### config.mk
export PLATFORM = sky130hd
export DESIGN_NAME = cgra_cfg_sequencer_flat
export DESIGN_NICKNAME = d
export VERILOG_FILES = /design/src/rtl/cgra_cfg_pkg.sv /design/src/rtl/cgra_cfg_axi_bus.sv /design/src/rtl/cgra_cfg_sequencer.sv /design/src/flat_wrapper.sv
export SDC_FILE = /design/constraint.sdc
export NUM_CORES = 1
export LEC_CHECK = 0
export ABC_AREA = 1
export CAP_MARGIN = 5
export CORE_AREA = 4 4 292 294
export DETAILED_ROUTE_END_ITERATION = 8
export DIE_AREA = 0 0 296 298
export PLACE_DENSITY_LB_ADDON = 0.3
export SLEW_MARGIN = 20
export SYNTH_ARGS = -nofsm -noshare
export SYNTH_HDL_FRONTEND = slang
export SYNTH_SLANG_ARGS = --single-unit
export TNS_END_PERCENT = 5
### constraint.sdc
create_clock -name clk_i -period 6.3 [get_ports clk_i]
set_clock_uncertainty 0.15 [all_clocks]
set_input_delay 1.89 -clock clk_i [delete_from_list [all_inputs] [get_ports clk_i]]
set_output_delay 1.89 -clock clk_i [all_outputs]
set_load 0.02 [all_outputs]
### src/rtl/cgra_cfg_pkg.sv
`default_nettype none
// +----------------------------------------------------------------------------+
// | Module      : cgra_cfg_pkg                                                 |
// | Description : Opcodes, command record and FSM states for the CGRA          |
// |               configuration sequencer.                                     |
// | Revision    : 1.0 - initial release                                        |
// +----------------------------------------------------------------------------+
package cgra_cfg_pkg;

    typedef enum logic [1:0] {
        OP_WRITE   = 2'b00,
        OP_POLL    = 2'b01,
        OP_END     = 2'b10,
        OP_ILLEGAL = 2'b11
    } cfg_op_e;

    // One 66-bit table entry: op in the top two bits, then address, then data.
    typedef struct packed {
        cfg_op_e     op;
        logic [31:0] addr;
        logic [31:0] data;
    } cfg_cmd_t;

    typedef enum logic [2:0] {
        IDLE    = 3'd0,
        FETCH   = 3'd1,
        WR_REQ  = 3'd2,
        WR_RESP = 3'd3,
        RD_REQ  = 3'd4,
        RD_RESP = 3'd5,
        DONE    = 3'd6,
        ERR     = 3'd7
    } cfg_state_e;

    localparam logic [1:0] c_RESP_OKAY  = 2'b00;
    localparam logic [1:0] c_BURST_INCR = 2'b01;
    localparam logic [2:0] c_SIZE_4B    = 3'b010;

    // 32-bit word lives in the upper or lower half of the 64-bit data bus.
    function automatic logic [7:0] lane_strb(input logic addr_bit2);
        return addr_bit2 ? 8'hF0 : 8'h0F;
    endfunction

endpackage
`default_nettype wire

### src/rtl/cgra_cfg_axi_bus.sv
`default_nettype none
// +----------------------------------------------------------------------------+
// | Module      : AXI_BUS                                                      |
// | Description : AXI4 bus bundle with master and slave views.                 |
// | Revision    : 1.0 - initial release                                        |
// +----------------------------------------------------------------------------+
interface AXI_BUS #(
    parameter int AXI_ADDR_WIDTH = 64,
    parameter int AXI_DATA_WIDTH = 64,
    parameter int AXI_ID_WIDTH   = 4,
    parameter int AXI_USER_WIDTH = 64
);
    logic [AXI_ID_WIDTH-1:0]     aw_id;
    logic [AXI_ADDR_WIDTH-1:0]   aw_addr;
    logic [7:0]                  aw_len;
    logic [2:0]                  aw_size;
    logic [1:0]                  aw_burst;
    logic                        aw_lock;
    logic [3:0]                  aw_cache;
    logic [2:0]                  aw_prot;
    logic [3:0]                  aw_qos;
    logic [3:0]                  aw_region;
    logic [AXI_USER_WIDTH-1:0]   aw_user;
    logic                        aw_valid;
    logic                        aw_ready;

    logic [AXI_DATA_WIDTH-1:0]   w_data;
    logic [AXI_DATA_WIDTH/8-1:0] w_strb;
    logic                        w_last;
    logic [AXI_USER_WIDTH-1:0]   w_user;
    logic                        w_valid;
    logic                        w_ready;

    logic [AXI_ID_WIDTH-1:0]     b_id;
    logic [1:0]                  b_resp;
    logic [AXI_USER_WIDTH-1:0]   b_user;
    logic                        b_valid;
    logic                        b_ready;

    logic [AXI_ID_WIDTH-1:0]     ar_id;
    logic [AXI_ADDR_WIDTH-1:0]   ar_addr;
    logic [7:0]                  ar_len;
    logic [2:0]                  ar_size;
    logic [1:0]                  ar_burst;
    logic                        ar_lock;
    logic [3:0]                  ar_cache;
    logic [2:0]                  ar_prot;
    logic [3:0]                  ar_qos;
    logic [3:0]                  ar_region;
    logic [AXI_USER_WIDTH-1:0]   ar_user;
    logic                        ar_valid;
    logic                        ar_ready;

    logic [AXI_ID_WIDTH-1:0]     r_id;
    logic [AXI_DATA_WIDTH-1:0]   r_data;
    logic [1:0]                  r_resp;
    logic                        r_last;
    logic [AXI_USER_WIDTH-1:0]   r_user;
    logic                        r_valid;
    logic                        r_ready;

    modport Master (
        output aw_id, aw_addr, aw_len, aw_size, aw_burst, aw_lock, aw_cache, aw_prot,
               aw_qos, aw_region, aw_user, aw_valid,
        input  aw_ready,
        output w_data, w_strb, w_last, w_user, w_valid,
        input  w_ready,
        input  b_id, b_resp, b_user, b_valid,
        output b_ready,
        output ar_id, ar_addr, ar_len, ar_size, ar_burst, ar_lock, ar_cache, ar_prot,
               ar_qos, ar_region, ar_user, ar_valid,
        input  ar_ready,
        input  r_id, r_data, r_resp, r_last, r_user, r_valid,
        output r_ready
    );

    modport Slave (
        input  aw_id, aw_addr, aw_len, aw_size, aw_burst, aw_lock, aw_cache, aw_prot,
               aw_qos, aw_region, aw_user, aw_valid,
        output aw_ready,
        input  w_data, w_strb, w_last, w_user, w_valid,
        output w_ready,
        output b_id, b_resp, b_user, b_valid,
        input  b_ready,
        input  ar_id, ar_addr, ar_len, ar_size, ar_burst, ar_lock, ar_cache, ar_prot,
               ar_qos, ar_region, ar_user, ar_valid,
        output ar_ready,
        output r_id, r_data, r_resp, r_last, r_user, r_valid,
        input  r_ready
    );
endinterface
`default_nettype wire

### src/rtl/cgra_cfg_sequencer.sv
`default_nettype none
// +----------------------------------------------------------------------------+
// | Module      : cgra_cfg_sequencer                                           |
// | Description : Walks a command table issuing single-beat AXI writes and     |
// |               polled reads until an END entry or an error.                 |
// | Revision    : 1.0 - initial release                                        |
// +----------------------------------------------------------------------------+
module cgra_cfg_sequencer
    import cgra_cfg_pkg::*;
#(
    parameter int AXI_ADDR_WIDTH = 64,
    parameter int AXI_DATA_WIDTH = 64,
    parameter int AXI_ID_WIDTH   = 4,
    parameter int AXI_USER_WIDTH = 64,
    parameter int IDX_WIDTH      = 4,
    parameter int POLL_TIMEOUT   = 1024
) (
    input  logic                 clk_i,
    input  logic                 rst_i,
    input  logic                 start_i,
    output logic [IDX_WIDTH-1:0] cmd_idx_o,
    input  logic [65:0]          cmd_i,
    output logic                 busy_o,
    output logic                 done_o,
    output logic                 error_o,
    AXI_BUS.Master               axi_master_port
);

    localparam int                  c_POLL_W   = $clog2(POLL_TIMEOUT + 1);
    localparam logic [c_POLL_W-1:0] c_POLL_MAX = c_POLL_W'(POLL_TIMEOUT);

    cfg_cmd_t             w_cmd;
    cfg_state_e           r_state;
    logic [IDX_WIDTH-1:0] r_idx;
    logic [c_POLL_W-1:0]  r_poll;
    logic [31:0]          r_addr;
    logic [31:0]          r_data;
    logic                 r_aw_valid;
    logic                 r_w_valid;
    logic                 r_ar_valid;
    logic                 r_b_ready;
    logic                 r_r_ready;
    logic                 r_busy;
    logic                 r_done;
    logic                 r_error;

    logic                 w_aw_pending;
    logic                 w_w_pending;
    logic                 w_last_idx;
    logic [31:0]          w_rd_word;
    logic [c_POLL_W-1:0]  w_poll_next;
    logic                 w_unused;

    assign w_cmd        = cmd_i;
    assign w_aw_pending = r_aw_valid & ~axi_master_port.aw_ready;
    assign w_w_pending  = r_w_valid & ~axi_master_port.w_ready;
    assign w_last_idx   = &r_idx;
    assign w_rd_word    = r_addr[2] ? axi_master_port.r_data[63:32]
                                    : axi_master_port.r_data[31:0];
    assign w_poll_next  = r_poll + 1'b1;

    always_ff @(posedge clk_i or posedge rst_i) begin
        if (rst_i) begin
            r_state    <= IDLE;
            r_idx      <= '0;
            r_poll     <= '0;
            r_addr     <= '0;
            r_data     <= '0;
            r_aw_valid <= 1'b0;
            r_w_valid  <= 1'b0;
            r_ar_valid <= 1'b0;
            r_b_ready  <= 1'b0;
            r_r_ready  <= 1'b0;
            r_busy     <= 1'b0;
            r_done     <= 1'b0;
            r_error    <= 1'b0;
        end else begin
            r_done <= 1'b0;
            unique case (r_state)
                IDLE: begin
                    if (start_i) begin
                        r_state <= FETCH;
                        r_idx   <= '0;
                        r_poll  <= '0;
                        r_error <= 1'b0;
                        r_busy  <= 1'b1;
                    end
                end
                FETCH: begin
                    r_addr <= w_cmd.addr;
                    r_data <= w_cmd.data;
                    case (w_cmd.op)
                        OP_WRITE: begin
                            r_state    <= WR_REQ;
                            r_aw_valid <= 1'b1;
                            r_w_valid  <= 1'b1;
                        end
                        OP_POLL: begin
                            r_state    <= RD_REQ;
                            r_ar_valid <= 1'b1;
                        end
                        OP_END: begin
                            r_state <= DONE;
                            r_done  <= 1'b1;
                            r_busy  <= 1'b0;
                        end
                        default: begin
                            r_state <= ERR;
                            r_error <= 1'b1;
                            r_busy  <= 1'b0;
                        end
                    endcase
                end
                // AW and W retire independently; leave once neither is outstanding.
                WR_REQ: begin
                    if (axi_master_port.aw_ready) r_aw_valid <= 1'b0;
                    if (axi_master_port.w_ready)  r_w_valid  <= 1'b0;
                    if (!w_aw_pending && !w_w_pending) begin
                        r_state   <= WR_RESP;
                        r_b_ready <= 1'b1;
                    end
                end
                WR_RESP: begin
                    if (axi_master_port.b_valid) begin
                        r_b_ready <= 1'b0;
                        if (axi_master_port.b_resp != c_RESP_OKAY || w_last_idx) begin
                            r_state <= ERR;
                            r_error <= 1'b1;
                            r_busy  <= 1'b0;
                        end else begin
                            r_state <= FETCH;
                            r_idx   <= r_idx + 1'b1;
                        end
                    end
                end
                RD_REQ: begin
                    if (axi_master_port.ar_ready) begin
                        r_ar_valid <= 1'b0;
                        r_r_ready  <= 1'b1;
                        r_state    <= RD_RESP;
                    end
                end
                RD_RESP: begin
                    if (axi_master_port.r_valid) begin
                        r_r_ready <= 1'b0;
                        if (axi_master_port.r_resp != c_RESP_OKAY) begin
                            r_state <= ERR;
                            r_error <= 1'b1;
                            r_busy  <= 1'b0;
                        end else if (w_rd_word == r_data) begin
                            r_poll <= '0;
                            if (w_last_idx) begin
                                r_state <= ERR;
                                r_error <= 1'b1;
                                r_busy  <= 1'b0;
                            end else begin
                                r_state <= FETCH;
                                r_idx   <= r_idx + 1'b1;
                            end
                        end else begin
                            r_poll <= w_poll_next;
                            if (w_poll_next == c_POLL_MAX) begin
                                r_state <= ERR;
                                r_error <= 1'b1;
                                r_busy  <= 1'b0;
                            end else begin
                                r_state    <= RD_REQ;
                                r_ar_valid <= 1'b1;
                            end
                        end
                    end
                end
                DONE:    r_state <= IDLE;
                ERR:     r_state <= IDLE;
                default: r_state <= IDLE;
            endcase
        end
    end

    assign cmd_idx_o = r_idx;
    assign busy_o    = r_busy;
    assign done_o    = r_done;
    assign error_o   = r_error;

    // Data bus is fixed at 64 bits; the 32-bit word is replicated on both halves.
    assign axi_master_port.aw_id     = {AXI_ID_WIDTH{1'b0}};
    assign axi_master_port.aw_addr   = AXI_ADDR_WIDTH'(r_addr);
    assign axi_master_port.aw_len    = 8'd0;
    assign axi_master_port.aw_size   = c_SIZE_4B;
    assign axi_master_port.aw_burst  = c_BURST_INCR;
    assign axi_master_port.aw_lock   = 1'b0;
    assign axi_master_port.aw_cache  = 4'd0;
    assign axi_master_port.aw_prot   = 3'd0;
    assign axi_master_port.aw_qos    = 4'd0;
    assign axi_master_port.aw_region = 4'd0;
    assign axi_master_port.aw_user   = {AXI_USER_WIDTH{1'b0}};
    assign axi_master_port.aw_valid  = r_aw_valid;

    assign axi_master_port.w_data    = AXI_DATA_WIDTH'({r_data, r_data});
    assign axi_master_port.w_strb    = lane_strb(r_addr[2]);
    assign axi_master_port.w_last    = 1'b1;
    assign axi_master_port.w_user    = {AXI_USER_WIDTH{1'b0}};
    assign axi_master_port.w_valid   = r_w_valid;

    assign axi_master_port.b_ready   = r_b_ready;

    assign axi_master_port.ar_id     = {AXI_ID_WIDTH{1'b0}};
    assign axi_master_port.ar_addr   = AXI_ADDR_WIDTH'(r_addr);
    assign axi_master_port.ar_len    = 8'd0;
    assign axi_master_port.ar_size   = c_SIZE_4B;
    assign axi_master_port.ar_burst  = c_BURST_INCR;
    assign axi_master_port.ar_lock   = 1'b0;
    assign axi_master_port.ar_cache  = 4'd0;
    assign axi_master_port.ar_prot   = 3'd0;
    assign axi_master_port.ar_qos    = 4'd0;
    assign axi_master_port.ar_region = 4'd0;
    assign axi_master_port.ar_user   = {AXI_USER_WIDTH{1'b0}};
    assign axi_master_port.ar_valid  = r_ar_valid;

    assign axi_master_port.r_ready   = r_r_ready;

    assign w_unused = ^{axi_master_port.b_id, axi_master_port.b_user,
                        axi_master_port.r_id, axi_master_port.r_last,
                        axi_master_port.r_user};

endmodule
`default_nettype wire

### src/flat_wrapper.sv
// flat-port wrapper written by rule: the top's interface ports become plain ports
module cgra_cfg_sequencer_flat import cgra_cfg_pkg::*;
#(
    parameter int AXI_ADDR_WIDTH = 64,
    parameter int AXI_DATA_WIDTH = 64,
    parameter int AXI_ID_WIDTH   = 4,
    parameter int AXI_USER_WIDTH = 64,
    parameter int IDX_WIDTH      = 4,
    parameter int POLL_TIMEOUT   = 1024
)
  (clk_i, rst_i, start_i, cmd_idx_o, cmd_i, busy_o, done_o, error_o, axi_master_port_aw_id, axi_master_port_aw_addr, axi_master_port_aw_len, axi_master_port_aw_size, axi_master_port_aw_burst, axi_master_port_aw_lock, axi_master_port_aw_cache, axi_master_port_aw_prot, axi_master_port_aw_qos, axi_master_port_aw_region, axi_master_port_aw_user, axi_master_port_aw_valid, axi_master_port_aw_ready, axi_master_port_w_data, axi_master_port_w_strb, axi_master_port_w_last, axi_master_port_w_user, axi_master_port_w_valid, axi_master_port_w_ready, axi_master_port_b_id, axi_master_port_b_resp, axi_master_port_b_user, axi_master_port_b_valid, axi_master_port_b_ready, axi_master_port_ar_id, axi_master_port_ar_addr, axi_master_port_ar_len, axi_master_port_ar_size, axi_master_port_ar_burst, axi_master_port_ar_lock, axi_master_port_ar_cache, axi_master_port_ar_prot, axi_master_port_ar_qos, axi_master_port_ar_region, axi_master_port_ar_user, axi_master_port_ar_valid, axi_master_port_ar_ready, axi_master_port_r_id, axi_master_port_r_data, axi_master_port_r_resp, axi_master_port_r_last, axi_master_port_r_user, axi_master_port_r_valid, axi_master_port_r_ready);
  AXI_BUS #(.AXI_ADDR_WIDTH(AXI_ADDR_WIDTH), .AXI_DATA_WIDTH(AXI_DATA_WIDTH), .AXI_ID_WIDTH(AXI_ID_WIDTH), .AXI_USER_WIDTH(AXI_USER_WIDTH)) axi_master_port_i ();
  input  logic clk_i;
  input  logic rst_i;
  input  logic start_i;
  output logic [IDX_WIDTH-1:0] cmd_idx_o;
  input  logic [65:0] cmd_i;
  output logic busy_o;
  output logic done_o;
  output logic error_o;
  output wire logic [$bits(axi_master_port_i.aw_id)-1:0] axi_master_port_aw_id;
  output wire logic [$bits(axi_master_port_i.aw_addr)-1:0] axi_master_port_aw_addr;
  output wire logic [$bits(axi_master_port_i.aw_len)-1:0] axi_master_port_aw_len;
  output wire logic [$bits(axi_master_port_i.aw_size)-1:0] axi_master_port_aw_size;
  output wire logic [$bits(axi_master_port_i.aw_burst)-1:0] axi_master_port_aw_burst;
  output wire logic [$bits(axi_master_port_i.aw_lock)-1:0] axi_master_port_aw_lock;
  output wire logic [$bits(axi_master_port_i.aw_cache)-1:0] axi_master_port_aw_cache;
  output wire logic [$bits(axi_master_port_i.aw_prot)-1:0] axi_master_port_aw_prot;
  output wire logic [$bits(axi_master_port_i.aw_qos)-1:0] axi_master_port_aw_qos;
  output wire logic [$bits(axi_master_port_i.aw_region)-1:0] axi_master_port_aw_region;
  output wire logic [$bits(axi_master_port_i.aw_user)-1:0] axi_master_port_aw_user;
  output wire logic [$bits(axi_master_port_i.aw_valid)-1:0] axi_master_port_aw_valid;
  input wire logic [$bits(axi_master_port_i.aw_ready)-1:0] axi_master_port_aw_ready;
  output wire logic [$bits(axi_master_port_i.w_data)-1:0] axi_master_port_w_data;
  output wire logic [$bits(axi_master_port_i.w_strb)-1:0] axi_master_port_w_strb;
  output wire logic [$bits(axi_master_port_i.w_last)-1:0] axi_master_port_w_last;
  output wire logic [$bits(axi_master_port_i.w_user)-1:0] axi_master_port_w_user;
  output wire logic [$bits(axi_master_port_i.w_valid)-1:0] axi_master_port_w_valid;
  input wire logic [$bits(axi_master_port_i.w_ready)-1:0] axi_master_port_w_ready;
  input wire logic [$bits(axi_master_port_i.b_id)-1:0] axi_master_port_b_id;
  input wire logic [$bits(axi_master_port_i.b_resp)-1:0] axi_master_port_b_resp;
  input wire logic [$bits(axi_master_port_i.b_user)-1:0] axi_master_port_b_user;
  input wire logic [$bits(axi_master_port_i.b_valid)-1:0] axi_master_port_b_valid;
  output wire logic [$bits(axi_master_port_i.b_ready)-1:0] axi_master_port_b_ready;
  output wire logic [$bits(axi_master_port_i.ar_id)-1:0] axi_master_port_ar_id;
  output wire logic [$bits(axi_master_port_i.ar_addr)-1:0] axi_master_port_ar_addr;
  output wire logic [$bits(axi_master_port_i.ar_len)-1:0] axi_master_port_ar_len;
  output wire logic [$bits(axi_master_port_i.ar_size)-1:0] axi_master_port_ar_size;
  output wire logic [$bits(axi_master_port_i.ar_burst)-1:0] axi_master_port_ar_burst;
  output wire logic [$bits(axi_master_port_i.ar_lock)-1:0] axi_master_port_ar_lock;
  output wire logic [$bits(axi_master_port_i.ar_cache)-1:0] axi_master_port_ar_cache;
  output wire logic [$bits(axi_master_port_i.ar_prot)-1:0] axi_master_port_ar_prot;
  output wire logic [$bits(axi_master_port_i.ar_qos)-1:0] axi_master_port_ar_qos;
  output wire logic [$bits(axi_master_port_i.ar_region)-1:0] axi_master_port_ar_region;
  output wire logic [$bits(axi_master_port_i.ar_user)-1:0] axi_master_port_ar_user;
  output wire logic [$bits(axi_master_port_i.ar_valid)-1:0] axi_master_port_ar_valid;
  input wire logic [$bits(axi_master_port_i.ar_ready)-1:0] axi_master_port_ar_ready;
  input wire logic [$bits(axi_master_port_i.r_id)-1:0] axi_master_port_r_id;
  input wire logic [$bits(axi_master_port_i.r_data)-1:0] axi_master_port_r_data;
  input wire logic [$bits(axi_master_port_i.r_resp)-1:0] axi_master_port_r_resp;
  input wire logic [$bits(axi_master_port_i.r_last)-1:0] axi_master_port_r_last;
  input wire logic [$bits(axi_master_port_i.r_user)-1:0] axi_master_port_r_user;
  input wire logic [$bits(axi_master_port_i.r_valid)-1:0] axi_master_port_r_valid;
  output wire logic [$bits(axi_master_port_i.r_ready)-1:0] axi_master_port_r_ready;
  assign axi_master_port_aw_id = axi_master_port_i.aw_id;
  assign axi_master_port_aw_addr = axi_master_port_i.aw_addr;
  assign axi_master_port_aw_len = axi_master_port_i.aw_len;
  assign axi_master_port_aw_size = axi_master_port_i.aw_size;
  assign axi_master_port_aw_burst = axi_master_port_i.aw_burst;
  assign axi_master_port_aw_lock = axi_master_port_i.aw_lock;
  assign axi_master_port_aw_cache = axi_master_port_i.aw_cache;
  assign axi_master_port_aw_prot = axi_master_port_i.aw_prot;
  assign axi_master_port_aw_qos = axi_master_port_i.aw_qos;
  assign axi_master_port_aw_region = axi_master_port_i.aw_region;
  assign axi_master_port_aw_user = axi_master_port_i.aw_user;
  assign axi_master_port_aw_valid = axi_master_port_i.aw_valid;
  assign axi_master_port_i.aw_ready = axi_master_port_aw_ready;
  assign axi_master_port_w_data = axi_master_port_i.w_data;
  assign axi_master_port_w_strb = axi_master_port_i.w_strb;
  assign axi_master_port_w_last = axi_master_port_i.w_last;
  assign axi_master_port_w_user = axi_master_port_i.w_user;
  assign axi_master_port_w_valid = axi_master_port_i.w_valid;
  assign axi_master_port_i.w_ready = axi_master_port_w_ready;
  assign axi_master_port_i.b_id = axi_master_port_b_id;
  assign axi_master_port_i.b_resp = axi_master_port_b_resp;
  assign axi_master_port_i.b_user = axi_master_port_b_user;
  assign axi_master_port_i.b_valid = axi_master_port_b_valid;
  assign axi_master_port_b_ready = axi_master_port_i.b_ready;
  assign axi_master_port_ar_id = axi_master_port_i.ar_id;
  assign axi_master_port_ar_addr = axi_master_port_i.ar_addr;
  assign axi_master_port_ar_len = axi_master_port_i.ar_len;
  assign axi_master_port_ar_size = axi_master_port_i.ar_size;
  assign axi_master_port_ar_burst = axi_master_port_i.ar_burst;
  assign axi_master_port_ar_lock = axi_master_port_i.ar_lock;
  assign axi_master_port_ar_cache = axi_master_port_i.ar_cache;
  assign axi_master_port_ar_prot = axi_master_port_i.ar_prot;
  assign axi_master_port_ar_qos = axi_master_port_i.ar_qos;
  assign axi_master_port_ar_region = axi_master_port_i.ar_region;
  assign axi_master_port_ar_user = axi_master_port_i.ar_user;
  assign axi_master_port_ar_valid = axi_master_port_i.ar_valid;
  assign axi_master_port_i.ar_ready = axi_master_port_ar_ready;
  assign axi_master_port_i.r_id = axi_master_port_r_id;
  assign axi_master_port_i.r_data = axi_master_port_r_data;
  assign axi_master_port_i.r_resp = axi_master_port_r_resp;
  assign axi_master_port_i.r_last = axi_master_port_r_last;
  assign axi_master_port_i.r_user = axi_master_port_r_user;
  assign axi_master_port_i.r_valid = axi_master_port_r_valid;
  assign axi_master_port_r_ready = axi_master_port_i.r_ready;
  cgra_cfg_sequencer #(.AXI_ADDR_WIDTH(AXI_ADDR_WIDTH), .AXI_DATA_WIDTH(AXI_DATA_WIDTH), .AXI_ID_WIDTH(AXI_ID_WIDTH), .AXI_USER_WIDTH(AXI_USER_WIDTH), .IDX_WIDTH(IDX_WIDTH), .POLL_TIMEOUT(POLL_TIMEOUT)) u_core (.clk_i(clk_i), .rst_i(rst_i), .start_i(start_i), .cmd_idx_o(cmd_idx_o), .cmd_i(cmd_i), .busy_o(busy_o), .done_o(done_o), .error_o(error_o), .axi_master_port(axi_master_port_i));
endmodule
==> metrics.txt, run 1 <==
syn avg cell area 7.04 um2; hold_buf cts 0; Root Driver clkbuf_16; drt via density 2.65; port bufs 289; First-pass DRT Iterations 4; setup_tns 0 ns; CP max FO 39; Avg WL per Cell 13.1 um; Post-CTS Resized 0; CTS tree done; DP Wirelength 26200 um; leading cell type in the layout, fill and taps excluded nand2_1; DIE AREA 88200 um2; Detailed Route WL 32000 um; initial antenna violation count 7; cell depth of the worst setup path 2; Crit. End Element primary output; share of layout cells above drive strength 1 0.0272; Fmax 0.242 GHz; final hold slack 0.341 ns; Final min period 4.13 ns; Setup-failing EPs final 0; via count 6490; Worst-Skew Late Latency 0.40 ns; Top-Level Pins 750; CTS buffer count 9; outcome completed; fill count 9636; unrepaired setup endpoints after global routing false; Min-Delay Path Class reg2reg; total grt overflow 0; Detailed Route Iter0 Violations 211; Required @ worst endpoint 4.26 ns; Yosys reg bits 90; CTS H-Tree Depth 3; critical path, cell by cell inv_6 > clkdlybuf4s50_1; Die Y 298 um; CP top delay family buffers and inverters; slowest CP cell clkdlybuf4s50_1; Mapped Cells 1145; arrival time worst endpoint 2.09 ns; nets@finish 1638; GPL Wtd Cong 0.697; Syn Std Cell Area 8060 um2; Tcrit/Tclk final 0.655; Leak 5.16 nW; Rows 106; CTS Buffer Depth 2; WS Path Type reg2out; register area share after synthesis 0.279; power density cells 451 nW/um2; Slew @ Worst Pin 0.863 ns; Distinct cells, synth 37; Slew Viols, Final 0; DRC viols 0; postcts setup bufs 0; Area Growth Syn to Fin 33.7%; max incr delay on CP 0.69 ns; buffers plus inverters on the worst setup path 2; Die X 296 um; worst reg-to-reg path cell count 14; most frequent cells in the layout nand2_1 (376), conb_1 (323), clkdlybuf4s50_1 (289); clock-pin slew on the worst setup and hold paths 0.08 ns; initial core utilization 0.0973; first-pass GRT wire length 43600 um; CORE AREA 82900 um2; Final Hold Fails 0; max-cap violations 0; pin count of the biggest net entering global routing 59; Global Route Usage Sum 0.0698; CP Launch Type flip-flop; Max VDD drop 0.217 mV; Hold Path Cell Cnt 2; Detail Route Antenna Nets 0; clock sinks 90; vias in the first global route 6213; Max-Slew Margin vs Limit 0.425; synthesis warning total 0
## logic make-up after synthesis
family / count (synthesis) / share of synthesized area
buf+inv: 502 / 0.425
simple gates: 482 / 0.242
flops: 90 / 0.279
compound gates: 59 / 0.0411
xor+xnor: 8 / 0.00869
fa+ha+maj: 2 / 0.00310
other cells: 2 / 0.000931
## stage by stage
stage / setup WS, ns / power [mW] / utilization / area, um2 / instances
after floorplan: 1.92 / 3.25 / - / 9270 / 1466
after global placement: 1.85 / 4.39 / 0.126 / 10500 / 2426
after detailed placement: 1.84 / 4.38 / 0.126 / 10500 / 2426
after CTS: 2.04 / 5.04 / 0.130 / 10800 / 2442
after global routing: 2.00 / 5.31 / 0.130 / 10800 / 2442
final: 2.17 / 4.86 / 0.130 / 10800 / 2448
## worst min-delay path: stages, from the launching register on
cell and delay (ns):
dfrtp_1 0.36, nand2_1 0.06, nand2_1 0.05
## per-layer routing
metal,global-route usage,vias up,share of wire
met5,0,-,0.00050
met1,0.0885,2902,0.43
met3,0.0274,18,0.11
met4,0.0169,4,0.011
li1,-,3211,-
met2,0.111,355,0.45
## final cells by class
class                   count  area [um2]  share of cell area
multi-input cells         874        3600               0.334
repair buffers            295        2940               0.273
flip-flops and latches     90        2250               0.209
well taps                1080        1350               0.125
inverters                  87         334              0.0310
clock buffers              10         239              0.0222
clock inverters             6        46.3             0.00430
diodes                      6        15.0             0.00139
## sequential cells by signal, summed over array words and instances (netlist names), 3 cells and up
signal and count:
u_core.r_state 3, u_core.r_addr 32, u_core.r_data 32, u_core.cmd_idx_o 4, u_core.r_poll 11
## worst paths after layout
path                                   from                   endpoint  slack (ns)
setup / recovery           u_core.r_addr[2]  axi_master_port_w_strb[1]        2.17
hold / removal                u_core.busy_o              u_core.busy_o        0.34
max in group asynchronous             rst_i           u_core.r_addr[2]        3.26
min in group asynchronous             rst_i        u_core.cmd_idx_o[0]        1.87
hold reg to reg               u_core.busy_o              u_core.busy_o        0.34
setup reg to reg           u_core.r_addr[2]           u_core.r_poll[6]        3.24
## cells in the mapped netlist, drive strengths merged
library cell,number,area share
a21oi,8,0.0050
a22o,1,0.0011
a22oi,1,0.00093
a2bb2oi,1,0.0011
buf,406,0.38
clkbuf,9,0.0042
conb,2,0.00093
dfrtp,90,0.28
ha,2,0.0031
inv,87,0.041
nand2,379,0.18
nand3,36,0.022
nand3b,11,0.010
nand4,6,0.0047
nor2,41,0.021
nor3,6,0.0037
nor4,1,0.00078
nor4b,1,0.0011
o2111ai,1,0.0011
o211ai,1,0.00093
o21ai,39,0.026
o22ai,7,0.0054
or2,1,0.00078
xnor2,1,0.0011
xor2,7,0.0076
## where the power goes
| group | switching, mW | internal, mW | leakage, nW |
|---|---|---|---|
| registers | 0.371 | 0.842 | 1.12 |
| logic | 1.85 | 1.19 | 3.90 |
| clock network | 0.316 | 0.284 | 0.136 |
| total | 2.54 | 2.32 | 5.16 |
No activity file was read; power rests on OpenSTA's default activity.
==> inputs of run 2 (changes only) <==
==> constraint.sdc (replaced) <==
create_clock -name clk_i -period 4.3 [get_ports clk_i]
set_clock_uncertainty 0.15 [all_clocks]
set_input_delay 1.29 -clock clk_i [delete_from_list [all_inputs] [get_ports clk_i]]
set_output_delay 1.29 -clock clk_i [all_outputs]
set_load 0.02 [all_outputs]
==> run 2 against run 1 <==
Combinational power rose by 49%; flip-flop and latch count did not move; sequential power rose by 45%; first-iteration DRC count rose by 4.7%; power rose by 49%; setup slack got worse by 1.2 ns; routed wire length fell by 0.86%; largest cell class unchanged; highest routed layer unchanged.
==> metrics.txt, run 2 (synthesis results as in run 1) <==
Post-CTS Resized 0; Max-Slew Margin vs Limit 0.603; CTS H-Tree Depth 3; CTS tree done; Max VDD drop 0.292 mV; Die X 296 um; Die Y 298 um; Worst-Skew Late Latency 0.39 ns; nets@finish 1639; max-cap violations 0; Slew Viols, Final 0; Final Util 0.131; CP max FO 8; CORE AREA 82900 um2; Tcrit/Tclk final 0.780; Sequential Power Share 0.241; clock share of power 0.134; Root Driver clkbuf_16; Global Route Usage Sum 0.0690; most frequent cells in the layout nand2_1 (376), conb_1 (323), clkdlybuf4s50_1 (289); postcts setup bufs 0; GPL Wtd Cong 0.711; Fmax 0.298 GHz; Detail Route Antenna Nets 0; Final WS setup 0.948 ns; Detailed Route Iter0 Violations 221; leading cell type in the layout, fill and taps excluded nand2_1; pre-CTS setup slack 0.453 ns; DIE AREA 88200 um2; Rows 106; vias in the first global route 6090; Top-Level Pins 750; outcome completed; DP Wirelength 25600 um; Required @ worst endpoint 4.41 ns; first-pass GRT wire length 43100 um; largest registers u_core.r_addr x32, u_core.r_data x32, u_core.r_poll x11; clock sinks 90; Sw Pwr 3.71 mW; clock-pin slew on the worst setup and hold paths 0.08 ns; switching share of total power 0.514; Min-Delay Path Class reg2reg; Avg WL per Cell 13.0 um; power density cells 667 nW/um2; WS Path Type in2reg; CP Launch Type primary input; Leak 5.19 nW; share of layout cells above drive strength 1 0.0271; pin count of the biggest net entering global routing 48; port bufs 289; P_int 3.52 mW; setup_tns 0 ns; Slew @ Worst Pin 0.596 ns; arrival time worst endpoint 3.46 ns; initial antenna violation count 8; total grt overflow 0; Detailed Route WL 31800 um; Combinational Power Share 0.625; First-pass DRT Iterations 5; CTS buffer count 9; Final min period 3.35 ns; DRC viols 0; drt via density 2.64; hold_buf cts 0; via count 6453; initial core utilization 0.0973; fill count 9640; CTS Buffer Depth 2; Setup-failing EPs final 0; unrepaired setup endpoints after global routing false; Final Hold Fails 0; Crit. End Element flip-flop; Area Growth Syn to Fin 34.5%
run 2: cell count changes in the layout (fill, tap and decap cells not counted):
cell	change
diode_2	-3
buf_12	+2
bufinv_16	+2
buf_4	-1
clkbuf_1	+1
clkbuf_8	-1
clkinv_2	-1
clkinvlp_4	-1
inv_6	-1
inv_8	+1
run 2: power by group through the flow:
| stage | Combinational [mW] | Sequential (mW) | Clock [mW] |
|---|---|---|---|
| 3_5_place_dp | 4.63 | 1.81 | 0 |
| 4_1_cts | 4.64 | 1.80 | 1.04 |
| 3_3_place_gp | 4.65 | 1.81 | 0 |
| 2_1_floorplan | 2.81 | 1.95 | 0 |
| 5_1_grt | 4.98 | 1.85 | 1.06 |
| 6_report | 4.52 | 1.75 | 0.968 |
run 2: through the flow:
step	power, mW	std cells	hold slack (ns)	area [um2]
after global placement	6.46	2427	0.321	10500
after CTS	7.49	2443	0.347	10800
after floorplan	4.77	1466	0.324	9270
final	7.23	2446	0.336	10800
after detailed placement	6.44	2427	0.322	10500
after global routing	7.89	2443	0.378	10800
run 2: critical path, stage by stage:
cell	delay (ns)
clkdlybuf4s50_1	0.45
nand2_1	0.07
nand2_1	0.08
nand2_1	0.05
nand2_1	0.19
nand3_1	0.14
nor2_1	0.12
nand2_1	0.13
nor2_2	0.32
nand2_2	0.15
nand2_4	0.11
nor2_1	0.08
inv_2	0.18
o22ai_1	0.10
run 2: area by class of cell:
type / count / area, um2 / share of cell area
Timing Repair Buffer: 296 / 2970 / 0.274
Sequential cell: 90 / 2250 / 0.208
Antenna cell: 3 / 7.51 / 0.000692
Multi-Input combinational cell: 874 / 3600 / 0.332
Inverter: 87 / 334 / 0.0308
Tap cell: 1080 / 1350 / 0.125
Clock inverter: 6 / 96.3 / 0.00889
Clock buffer: 10 / 229 / 0.0211
run 2: path summary, 6_finish.rpt:
check	depth (start not counted)	slack, ns	startpoint	endpoint
min	2	0.34	u_core.error_o	u_core.error_o
max reg2reg	14	1.43	u_core.r_addr[2]	u_core.r_poll[9]
max	14	0.95	axi_master_port_r_data[12]	u_core.r_poll[9]
min reg2reg	2	0.34	u_core.error_o	u_core.error_o
min in group asynchronous	2	1.12	rst_i	u_core.r_addr[12]
max in group asynchronous	3	2.16	rst_i	u_core.r_addr[22]
run 2: routing by layer:
layer	vias up	track usage	part of all wire
met2	348	0.109	0.45
met4	6	0.0136	0.0099
met5	-	0	0.00098
li1	3216	-	-
met3	19	0.0332	0.11
met1	2864	0.0859	0.42
==> inputs of run 3 (changes only) <==
--- a/config.mk
+++ b/config.mk
@@ -7,9 +7,9 @@
 export LEC_CHECK = 0
 export ABC_AREA = 1
 export CAP_MARGIN = 5
-export CORE_AREA = 4 4 292 294
+export CORE_AREA = 4 4 286 288
 export DETAILED_ROUTE_END_ITERATION = 8
-export DIE_AREA = 0 0 296 298
+export DIE_AREA = 0 0 290 292
 export PLACE_DENSITY_LB_ADDON = 0.3
 export SLEW_MARGIN = 20
 export SYNTH_ARGS = -nofsm -noshare
==> constraint.sdc (replaced) <==
create_clock -name clk_i -period 2.9 [get_ports clk_i]
set_clock_uncertainty 0.15 [all_clocks]
set_input_delay 0.87 -clock clk_i [delete_from_list [all_inputs] [get_ports clk_i]]
set_output_delay 0.87 -clock clk_i [all_outputs]
set_load 0.02 [all_outputs]
==> run 3 against run 2 <==
Sequential share of layout area shrank 0.16 points; critical path depth shrank 13; core utilization grew 0.78 points; sequential power grew 51%; clock power grew 47%; global-route usage grew 0.053 points; worst hold slack lost 0.011 ns; first-iteration DRC count shrank 2.7%.
==> metrics.txt, run 3 (synthesis results as in run 1) <==
outcome completed; P_int 5.29 mW; Slew Viols, Final 0; Root Driver clkbuf_16; CTS buffer count 9; unrepaired setup endpoints after global routing false; Hold Path Cell Cnt 2; worst reg-to-reg path cell count 16; Top-Level Pins 750; most frequent cells in the layout nand2_1 (373), conb_1 (323), clkdlybuf4s50_1 (285); Detailed Route Iter0 Violations 215; Sw Pwr 5.53 mW; Rows 103; drt via density 2.67; CP max FO 4; nets@finish 1650; DRC viols 0; number of diodes 0; power density cells 990 nW/um2; slowest CP cell clkdlybuf4s50_1; arrival time worst endpoint 1.78 ns; vias in the first global route 6147; Die X 290 um; Leak 5.26 nW; GPL Wtd Cong 0.740; share of layout cells above drive strength 1 0.0378; initial antenna violation count 4; Detail Route Antenna Nets 0; DP Wirelength 25800 um; hold_sp u_core.busy_o; Slew @ Worst Pin 0.529 ns; via count 6473; CP top delay family buffers and inverters; switching share of total power 0.511; First-pass DRT Iterations 4; clock-pin slew on the worst setup and hold paths 0.09 ns; CP Launch Type flip-flop; total grt overflow 0; clock sinks 90; Die Y 292 um; Detailed Route WL 31000 um; Final WS setup 0.0982 ns; Required @ worst endpoint 1.88 ns; leading cell type in the layout, fill and taps excluded nand2_1; max incr delay on CP 0.71 ns; max-cap violations 0; largest registers u_core.r_addr x32, u_core.r_data x32, u_core.r_poll x11; Max VDD drop 0.388 mV; CTS Buffer Depth 2; DIE AREA 84700 um2; fill count 9162; port bufs 289; critical path, cell by cell clkdlybuf4s50_1; Max-Slew Margin vs Limit 0.647; Final Hold Fails 0; Post-CTS Resized 6; CTS H-Tree Depth 3; Sequential Power Share 0.244; setup_tns 0 ns; FF-to-FF End u_core.r_poll[8]; Avg WL per Cell 12.8 um; Tcrit/Tclk final 0.966; Fmax 0.357 GHz; buffers plus inverters on the worst setup path 1; Final min period 2.80 ns; postcts setup bufs 0; clock share of power 0.131; Min-Delay Path Class reg2reg; CTS tree done; Area Growth Syn to Fin 35.6%; RR Startpoint u_core.r_addr[2]; hold endpoint u_core.busy_o; Combinational Power Share 0.625; Crit. End Element primary output; Global Route Usage Sum 0.0695; hold_buf cts 0; pin count of the biggest net entering global routing 90; pre-CTS setup slack -0.397 ns; WS Path Type reg2out; Reg2Reg Setup Slack 0.32 ns; Setup-failing EPs final 0; Worst-Skew Late Latency 0.39 ns; initial core utilization 0.102; CORE AREA 78900 um2; first-pass GRT wire length 42900 um
[run 3: cell types whose count changed in the layout (fill, tap and decap cells not counted), sizes merged]
cell | previous run | this run
clkinv | 0 | 1
buf | 7 | 18
clkinvlp | 1 | 2
clkdlybuf4s50 | 289 | 285
dlygate4sd2 | 0 | 4
inv | 90 | 88
diode | 3 | 0
[run 3: through the flow]
| stage | cells | utilization | cell area, um2 | hold WS, ns | power [mW] |
|---|---|---|---|---|---|
| 2_1_floorplan | 1466 | - | 9270 | 0.324 | 7.07 |
| 3_3_place_gp | 2408 | 0.134 | 10600 | 0.317 | 9.65 |
| 3_5_place_dp | 2408 | 0.134 | 10600 | 0.315 | 9.62 |
| 4_1_cts | 2424 | 0.138 | 10900 | 0.335 | 11.2 |
| 5_1_grt | 2424 | 0.139 | 10900 | 0.368 | 11.8 |
| 6_report | 2424 | 0.139 | 10900 | 0.325 | 10.8 |
[run 3: metal layers]
layer / routed length [um] / part of all wire / track usage
met1: 13400 / 0.43 / 0.0866
met2: 14100 / 0.45 / 0.110
met3: 3260 / 0.11 / 0.0344
met4: 203 / 0.0065 / 0.0115
met5: 38 / 0.0012 / 0
[run 3: worst max path at each step]
stage                     depth (start not counted)                  startpoint  slack (ns)                         end
after CTS                                        14  axi_master_port_r_data[43]        0.04            u_core.r_poll[9]
after global routing                             14  axi_master_port_r_data[62]        0.04            u_core.r_poll[4]
after global placement                           14  axi_master_port_r_data[51]       -0.41            u_core.r_poll[9]
after detailed placement                         14  axi_master_port_r_data[51]       -0.40            u_core.r_poll[9]
final                                             1            u_core.r_data[9]         0.1  axi_master_port_w_data[41]
after floorplan                                  16            u_core.r_addr[2]        0.78            u_core.r_poll[5]
[run 3: power by group through the flow]
stage | sequential [mW] | combinational (mW) | clock (mW)
detailed placement | 2.71 | 6.91 | 0
global placement | 2.72 | 6.93 | 0
CTS | 2.71 | 6.92 | 1.54
floorplan | 2.90 | 4.17 | 0
finish | 2.64 | 6.76 | 1.42
global route | 2.77 | 7.43 | 1.57
[run 3: area by class of cell]
class / count / area (um2) / share of cell area
clock buffers: 10 / 229 / 0.0209
clock inverters: 6 / 98.8 / 0.00904
repair buffers: 307 / 3090 / 0.282
multi-input cells: 874 / 3610 / 0.330
inverters: 87 / 338 / 0.0309
flip-flops and latches: 90 / 2250 / 0.206
well taps: 1050 / 1310 / 0.120
